<file path="config.mk">
export PLATFORM = sky130hd
export DESIGN_NAME = pwm_carrier_gen16
export DESIGN_NICKNAME = d
export VERILOG_FILES = /design/src/rtl/pwm_carrier_gen16_pkg.sv /design/src/rtl/pwm_shadow_reg.sv /design/src/rtl/pwm_carrier_gen16.sv
export SDC_FILE = /design/constraint.sdc
export NUM_CORES = 1
export LEC_CHECK = 0
export ABC_AREA = 1
export BUFFER_PORTS_ARGS = -buffer_cell sky130_fd_sc_hd__buf_4
export CORE_MARGIN = 4
export CORE_UTILIZATION = 55
export DETAILED_ROUTE_END_ITERATION = 7
export GPL_ROUTABILITY_DRIVEN = 0
export HOLD_SLACK_MARGIN = 0.1
export PLACE_DENSITY = 0.79
export SYNTH_ARGS = -nofsm -noshare
export SYNTH_HDL_FRONTEND = slang
export SYNTH_SLANG_ARGS = --single-unit
</file>
<file path="constraint.sdc">
create_clock -name clk -period 7.85 [get_ports clk]
set_input_delay 1.1775 -clock clk [delete_from_list [all_inputs] [get_ports clk]]
set_output_delay 1.1775 -clock clk [all_outputs]
set_load 0.01 [all_outputs]
</file>
<file path="src/rtl/pwm_carrier_gen16_pkg.sv">
// Shared constants for the PWM carrier generator.
// Mode and direction encodings used by the top and the bench.
package pwm_carrier_gen16_pkg;

  localparam int PWMWIDTH_DEF = 16;

  localparam logic MODE_SAW = 1'b0;
  localparam logic MODE_TRI = 1'b1;

  localparam logic DIR_UP   = 1'b0;
  localparam logic DIR_DOWN = 1'b1;

endpackage

</file>
<file path="src/rtl/pwm_shadow_reg.sv">
// Load-enabled shadow register with asynchronous active-high reset.
// Holds an active value that only changes at a carrier load point.
module pwm_shadow_reg #(
  parameter int PWMWIDTH = 16
) (
  input  logic                clk,
  input  logic                rst,
  input  logic                load,
  input  logic [PWMWIDTH-1:0] d,
  output logic [PWMWIDTH-1:0] q
);

  logic [PWMWIDTH-1:0] val_q;
  logic [PWMWIDTH-1:0] val_d;

  always_comb begin
    val_d = val_q;
    if (load) val_d = d;
  end

  always_ff @(posedge clk or posedge rst) begin
    if (rst) val_q <= '0;
    else     val_q <= val_d;
  end

  assign q = val_q;

endmodule

</file>
<file path="src/rtl/pwm_carrier_gen16.sv">
// Sawtooth / triangle PWM carrier with shadowed period, mode and
// compare registers that update only when the carrier reloads at 0.
module pwm_carrier_gen16
  import pwm_carrier_gen16_pkg::*;
#(
  parameter int PWMWIDTH = PWMWIDTH_DEF
) (
  input  logic                clk,
  input  logic                rst,
  input  logic                ce,
  input  logic                en,
  input  logic                sync_in,
  input  logic                mode_in,
  input  logic [PWMWIDTH-1:0] period_in,
  input  logic [PWMWIDTH-1:0] compare_1_in,
  input  logic [PWMWIDTH-1:0] compare_2_in,
  output logic [PWMWIDTH-1:0] carrier,
  output logic [PWMWIDTH-1:0] compare_1,
  output logic [PWMWIDTH-1:0] compare_2,
  output logic                dir,
  output logic                zero_evt,
  output logic                peak_evt
);

  localparam logic [PWMWIDTH-1:0] ONE = PWMWIDTH'(1);

  logic [PWMWIDTH-1:0] carrier_q, carrier_d;
  logic                dir_q, dir_d;
  logic                mode_q, mode_d;
  logic                zero_evt_q, zero_evt_d;
  logic                peak_evt_q, peak_evt_d;
  logic [PWMWIDTH-1:0] period_a;
  logic                load;

  always_comb begin
    carrier_d  = carrier_q;
    dir_d      = dir_q;
    load       = 1'b0;
    peak_evt_d = 1'b0;
    if (ce && sync_in) begin
      carrier_d = '0;
      dir_d     = DIR_UP;
      load      = 1'b1;
    end else if (ce && en) begin
      if (period_a == '0) begin
        carrier_d = '0;
      end else if (mode_q == MODE_SAW) begin
        dir_d     = DIR_UP;
        carrier_d = (carrier_q >= period_a) ? '0 : carrier_q + ONE;
      end else if (dir_q == DIR_DOWN) begin
        carrier_d = (carrier_q <= ONE) ? '0 : carrier_q - ONE;
      end else if (carrier_q >= period_a) begin
        carrier_d = carrier_q - ONE;
        dir_d     = DIR_DOWN;
      end else begin
        carrier_d = carrier_q + ONE;
      end
      load = (carrier_d == '0);
      // Any arrival at 0 starts a fresh upward cycle (covers period 1).
      if (load) dir_d = DIR_UP;
      peak_evt_d = (carrier_d == period_a) && (period_a != '0);
    end
    zero_evt_d = load;
    mode_d     = load ? mode_in : mode_q;
  end

  always_ff @(posedge clk or posedge rst) begin
    if (rst) begin
      carrier_q  <= '0;
      dir_q      <= DIR_UP;
      mode_q     <= MODE_SAW;
      zero_evt_q <= 1'b0;
      peak_evt_q <= 1'b0;
    end else begin
      carrier_q  <= carrier_d;
      dir_q      <= dir_d;
      mode_q     <= mode_d;
      zero_evt_q <= zero_evt_d;
      peak_evt_q <= peak_evt_d;
    end
  end

  pwm_shadow_reg #(.PWMWIDTH(PWMWIDTH)) u_period (
    .clk  (clk),
    .rst  (rst),
    .load (load),
    .d    (period_in),
    .q    (period_a)
  );

  pwm_shadow_reg #(.PWMWIDTH(PWMWIDTH)) u_cmp1 (
    .clk  (clk),
    .rst  (rst),
    .load (load),
    .d    (compare_1_in),
    .q    (compare_1)
  );

  pwm_shadow_reg #(.PWMWIDTH(PWMWIDTH)) u_cmp2 (
    .clk  (clk),
    .rst  (rst),
    .load (load),
    .d    (compare_2_in),
    .q    (compare_2)
  );

  assign carrier  = carrier_q;
  assign dir      = dir_q;
  assign zero_evt = zero_evt_q;
  assign peak_evt = peak_evt_q;

endmodule

</file>
Word-level counts from Yosys, hierarchy flattened. Cells that the tools add are included. Widths: inputs -> output; s select.

Latch bits: 0. Logic and storage cells: 43. Bits in registers: 68. Memories kept: 0. Bits in writable memories: 0. Bits in read-only memories: 0.

Muxes and demuxes: 21. Reductions and logical operators: 8. Divide/modulo/power cells: 0. Magnitude comparators: 2. Bitwise gates (word level): 0. Eq/ne operators: 2. Shift-type cells: 0. Multipliers: 0. Add/sub/neg operators: 2.

Operators by type and width (count): $mux 16 (10); $logic_not 16->1 (2); $add 16x1->16 const B (1); $eq 16x16->1 (1); $ge 16x16->1 (1); $le 16x1->1 const B (1); $reduce_bool 16->1 (1); $sub 16x1->16 const B (1); $mux 1 (11); $logic_and 1x1->1 (3); $ne 3x2->1 const B (1); $reduce_and 2->1 (1); $reduce_bool 2->1 (1).

Depth between registers and ports, before layout.
Depth in word-level cells: 11. Mapped depth: 23. Mapped depth without buffers: 22.

By module. From an unflattened synthesis, not the netlist that was laid out.

Cell total of the unflattened synthesis: 635. Area, all modules: 4601.9 sq um.

Modules (own cells, without submodules): pwm_carrier_gen16 (times used 1, area an instance 2657.5 sq um, cells each 428); pwm_shadow_reg (times used 3, area an instance 648.1 sq um, cells each 69).

Least setup slack after synthesis. OpenSTA, ideal clock, no wires.

Kind: register -> register. Start: reg carrier_q[0], in the netlist carrier[0]. End: reg u_period.val_q[4], in the netlist u_period.q[4]. Setup slack: 5.123 ns. Period minus slack after synthesis: 2.727 ns. Arrival: 2.661 ns. Data required time: 7.784 ns. Stages on the path, launching flop included: 23. Cell sequence: dfrtp_1 -> inv_1 -> ha_1 -> nand2_1 -> nor2_1 -> nor2_1 -> nand2_1 -> nand2_1 -> nand2_1 -> nand2_1 -> nand3_2 -> buf_2 -> nand3_1 -> nand2_1 -> nand2_1 -> nand2_1 -> nor2_1 -> nand2_1 -> o21ai_2 -> buf_6 -> buf_6 -> nand3_1 -> nand2_1.

Cells in the longest elaborated chain, start to end: 10. Elaborated cells between the ends (all ways): 15.

Ends and longest elaborated chain: start, declared (line pwm_carrier_gen16.sv:27) `logic [PWMWIDTH-1:0] carrier_q, carrier_d;`; start signal, assigned (line pwm_carrier_gen16.sv:75) `carrier_q <= carrier_d;`; $add 16x1->16 (tied with other cells) (line pwm_carrier_gen16.sv:49, pwm_carrier_gen16.sv:56); $mux 16 (on tied branches) (line pwm_carrier_gen16.sv:52, pwm_carrier_gen16.sv:51); $mux 16 (line pwm_carrier_gen16.sv:50) `end else if (dir_q == DIR_DOWN) begin`; $mux 16 (*) (line pwm_carrier_gen16.sv:47) `end else if (mode_q == MODE_SAW) begin`; $mux 16 (*) (line pwm_carrier_gen16.sv:45) `if (period_a == '0) begin`; $mux 16 (*) (line pwm_carrier_gen16.sv:44) `end else if (ce && en) begin`; $mux 16 (*) (line pwm_carrier_gen16.sv:40) `if (ce && sync_in) begin`; $logic_not 16->1 (*) (line pwm_carrier_gen16.sv:58) `load = (carrier_d == '0);`; $mux 1 (*) (line pwm_carrier_gen16.sv:44); $mux 1 (*) (line pwm_carrier_gen16.sv:40); end signal, assigned (line pwm_shadow_reg.sv:23) `else val_q <= val_d;`; end, declared (line pwm_shadow_reg.sv:13) `logic [PWMWIDTH-1:0] val_q;`.

Mark *: on every way between the ends. The rest lies on a longest branch, timed or not. The select of a mux whose other input is x is not followed. A chain may end at the register's enable or synchronous reset.

Worst setup path in the final report.
Start: reg carrier_q[0], in the netlist carrier[0]. End: reg u_period.val_q[3], in the netlist u_period.q[3].

The elaborated chain is that of the path after synthesis.

==> reports/results.tsv <==
stage	metric	value	unit
timing	slew_violations	0	
yosys	yosysSeqAreaShare	36.7	%
final_layout	fillers	714	
final_layout	final_nets	827	
floorplanning	chipWidth	99.9	um
yosys	synth_adder_area_share	5.12	%
floorplanning	start_util	56.5	%
clock_network	post_cts_buffers	0	
floorplanning	ioPinCount	105	
timing	hold_viol	0	
yosys	avgSynthCellArea	6.93	sq um
yosys	netlist_instances	670	
routing	wl	13800	um
floorplanning	core	8220	sq um
yosys	muxShareOfSynthArea	0	%
timing	setup_viol	0	
timing	finalClockSkew	0.00896	ns
yosys	synth_top_family_by_area	simple AND/OR/NAND/NOR gates	
routing	ant_nets	0	
routing	dr.pass1.iters	5	
clock_network	cts_buffer_depth	2	
placement	port_buffers	104	
yosys	synth.distinct_cells	28	
setup_path	arrival	4.33	ns
yosys	syn_nets	743	
clock_network	cts_max_level	3	
placement	dpl.hpwl	10000	um
timing	period_needed	4.04	ns
timing	max-slew-margin-rel	16.2	%
grt	grt_max_degree	69	
yosys	synth_compound_area_share	6.95	%
job	maxCapViolations	0	
setup_path	critPathLaunchType	flop	
yosys	synth_area	4640	sq um
power_and_ir_drop	power_density	328	nW/um^2
clock_network	cts_sinks	68	
clock_network	cts_resized	0	
final_layout	final_cells	864	
routing	via_count	4989	
grt	grt_usage	28.0	%
hold_path	hold_start	u_cmp1.q[13]	
final_layout	drive_above_1_share	19.1	%
power_and_ir_drop	p_leak	3.17	nW
status	status	finished clean	
timing	max_clock_freq	247	MHz
setup_path	ff2ff_path_depth	19	
clock_network	ctsHoldBuffers	0	
yosys	synthSimpleGateAreaFrac	39.1	%
floorplanning	die_h	99.9	um
timing	fin_setup_tns	0	ns
hold_path	whs_endpoint	u_cmp1.q[13]	
setup_path	reg2reg_to	u_period.q[3]	
hold_path	worst_hold_path.num_cells	2	
timing	worstMarginPinSlew	1.25	ns
routing	dr.first_iter.drc_count	357	
placement	dp_cells	848	
clock_network	clock-root-buffer	clkbuf_8	
setup_path	path_max_fanout	49	
setup_path	critical_path_class	flop to flop	
grt	grt_first_pass_wirelength	22700	um
clock_network	path_clk_slew	0.08	ns
timing	fin_crit_sh	51.5	%
clock_network	cts_buffers	9	
final_layout	insertedDiodeCount	0	
hold_path	min_path_type	flop to flop	
setup_path	end_kind	flop	
yosys	synth_warnings	0	
yosys	synth-seq-cells	68	
setup_path	required	8.13	ns
final_layout	area_delta_synth_final	21.6	%
setup_path	reg2reg_slack	3.81	ns
clock_network	cts_tree	yes	
grt	grt_pass1_vias	4769	
timing	rsz0062_at_grt	no	
floorplanning	std_cell_rows	33	
grt	grt_overflow	0	
routing	viasPerCell	5.77	
setup_path	r2r-start	carrier[0]	
routing	drcViolationCount	0	
power_and_ir_drop	peakVddDrop	0.216	mV
yosys	synth_xor_area_share	3.77	%
grt	antenna_found_initial	0	
routing	wl_per_cell	16.0	um
floorplanning	dieArea	9970	sq um
clock_network	clk_latency	0.35	ns
[layout by cell type (no fill, tap or decap)]
cell / netlist / layout
nand3_2: 2 / 2
inv_2: 1 / 2
dfrtp_1: 68 / 68
clkinv_2: 0 / 2
clkinv_4: 0 / 2
a211oi_1: 1 / 1
ha_1: 19 / 19
xor2_1: 19 / 19
o21a_1: 1 / 1
o21ai_2: 2 / 1
buf_4: 0 / 106
nand2_2: 5 / 7
nor3_1: 3 / 3
o21ai_4: 0 / 1
nor2_4: 2 / 2
nor2_1: 60 / 60
xnor2_1: 1 / 1
inv_1: 59 / 58
clkbuf_8: 0 / 10
nand2_1: 186 / 184
o22ai_1: 18 / 18
o21ai_0: 13 / 13
or2_2: 2 / 2
nand4_1: 15 / 15
nand3_1: 132 / 132
o21ai_1: 1 / 1
nor2_2: 6 / 6
a21boi_0: 1 / 1
bufinv_16: 0 / 2
a21oi_1: 20 / 20
[where the power goes]
| group | switching (mW) | total, mW | internal [mW] |
|---|---|---|---|
| clock | 0.141 | 0.329 | 0.188 |
| sequential | 0.119 | 0.600 | 0.481 |
| combinational | 0.560 | 0.924 | 0.364 |
| total | 0.821 | 1.85 | 1.03 |
[flip-flops by register name (all words and copies together), names as in the netlist]
signal,cells
carrier,16
dir,1
mode_q,1
peak_evt,1
u_cmp1.q,16
u_cmp2.q,16
u_period.q,16
zero_evt,1
[cells in the mapped netlist, drive strengths merged]
library cell | number | area (sq um)
a211oi | 1 | 7.51
a21boi | 1 | 7.51
a21oi | 20 | 100
buf | 17 | 103
clkbuf | 16 | 60.1
dfrtp | 68 | 1700
ha | 19 | 238
inv | 60 | 225
nand2 | 191 | 729
nand3 | 134 | 681
nand4 | 15 | 93.8
nor2 | 68 | 285
nor3 | 3 | 15.0
o21a | 1 | 7.51
o21ai | 16 | 87.6
o22ai | 18 | 113
or2 | 2 | 12.5
xnor2 | 1 | 8.76
xor2 | 19 | 166
[through the flow]
step                util [%]  cell area, sq um  total power, mW  setup slack [ns]  hold WS (ns)
floorplan                  -              4640             1.19              4.96         0.476
global placement        66.0              5420             1.48              4.01         0.492
detailed placement      66.0              5420             1.51              3.89         0.495
CTS                     68.7              5640             1.85              3.88         0.514
global route            68.7              5640             2.00              3.43         0.531
finish                  68.7              5640             1.85              3.81         0.512
[layout make-up]
type	instances	area [sq um]	share of cell area, %
Clock inverter	6	87.6	1.55
Tap cell	105	131	2.33
Timing Repair Buffer	106	796	14.1
Multi-Input combinational cell	509	2560	45.4
Clock buffer	10	138	2.44
Inverter	60	225	3.99
Sequential cell	68	1700	30.1
[worst max path at each step]
stage                    start       endpoint  slack, ns
global placement    carrier[0]  u_period.q[3]       4.01
detailed placement  carrier[0]  u_period.q[3]       3.89
global route        carrier[0]   u_cmp2.q[11]       3.43
CTS                 carrier[0]  u_period.q[3]       3.88
finish              carrier[0]  u_period.q[3]       3.81
floorplan                  rst     carrier[0]       4.96
[cells by family after synthesis]
logic type | count (synthesis)
flip-flops | 68
XOR/XNOR | 20
AND/OR/NAND/NOR | 413
adder cells (fa/ha/maj) | 19
buffers and inverters | 93
AO/OA/AOI/OAI | 57
[critical path: stages (launching register included)]
cell     delay (ns)
dfrtp_1        0.51
inv_1          0.23
ha_1           0.34
nand2_1        0.06
nor2_1         0.04
nor2_1         0.08
nand2_1        0.06
nand2_1        0.05
nand2_1        0.05
nand2_1        0.21
nand3_2        0.35
nand2_1        0.16
nand2_1        0.06
nand2_1        0.23
nand2_1        0.09
nor2_1         0.10
nand2_1        0.14
o21ai_4        0.90
nand3_1        0.19
nand2_1        0.12
[per-layer routing]
metal	routed length, um	vias to the layer above	track usage (%)
met5	0	-	0
met2	6490	265	45.9
li1	-	2364	-
met3	1340	42	5.70
met1	5480	2318	35.0
met4	480	0	14.5
No activity file was read; power rests on OpenSTA's default activity.
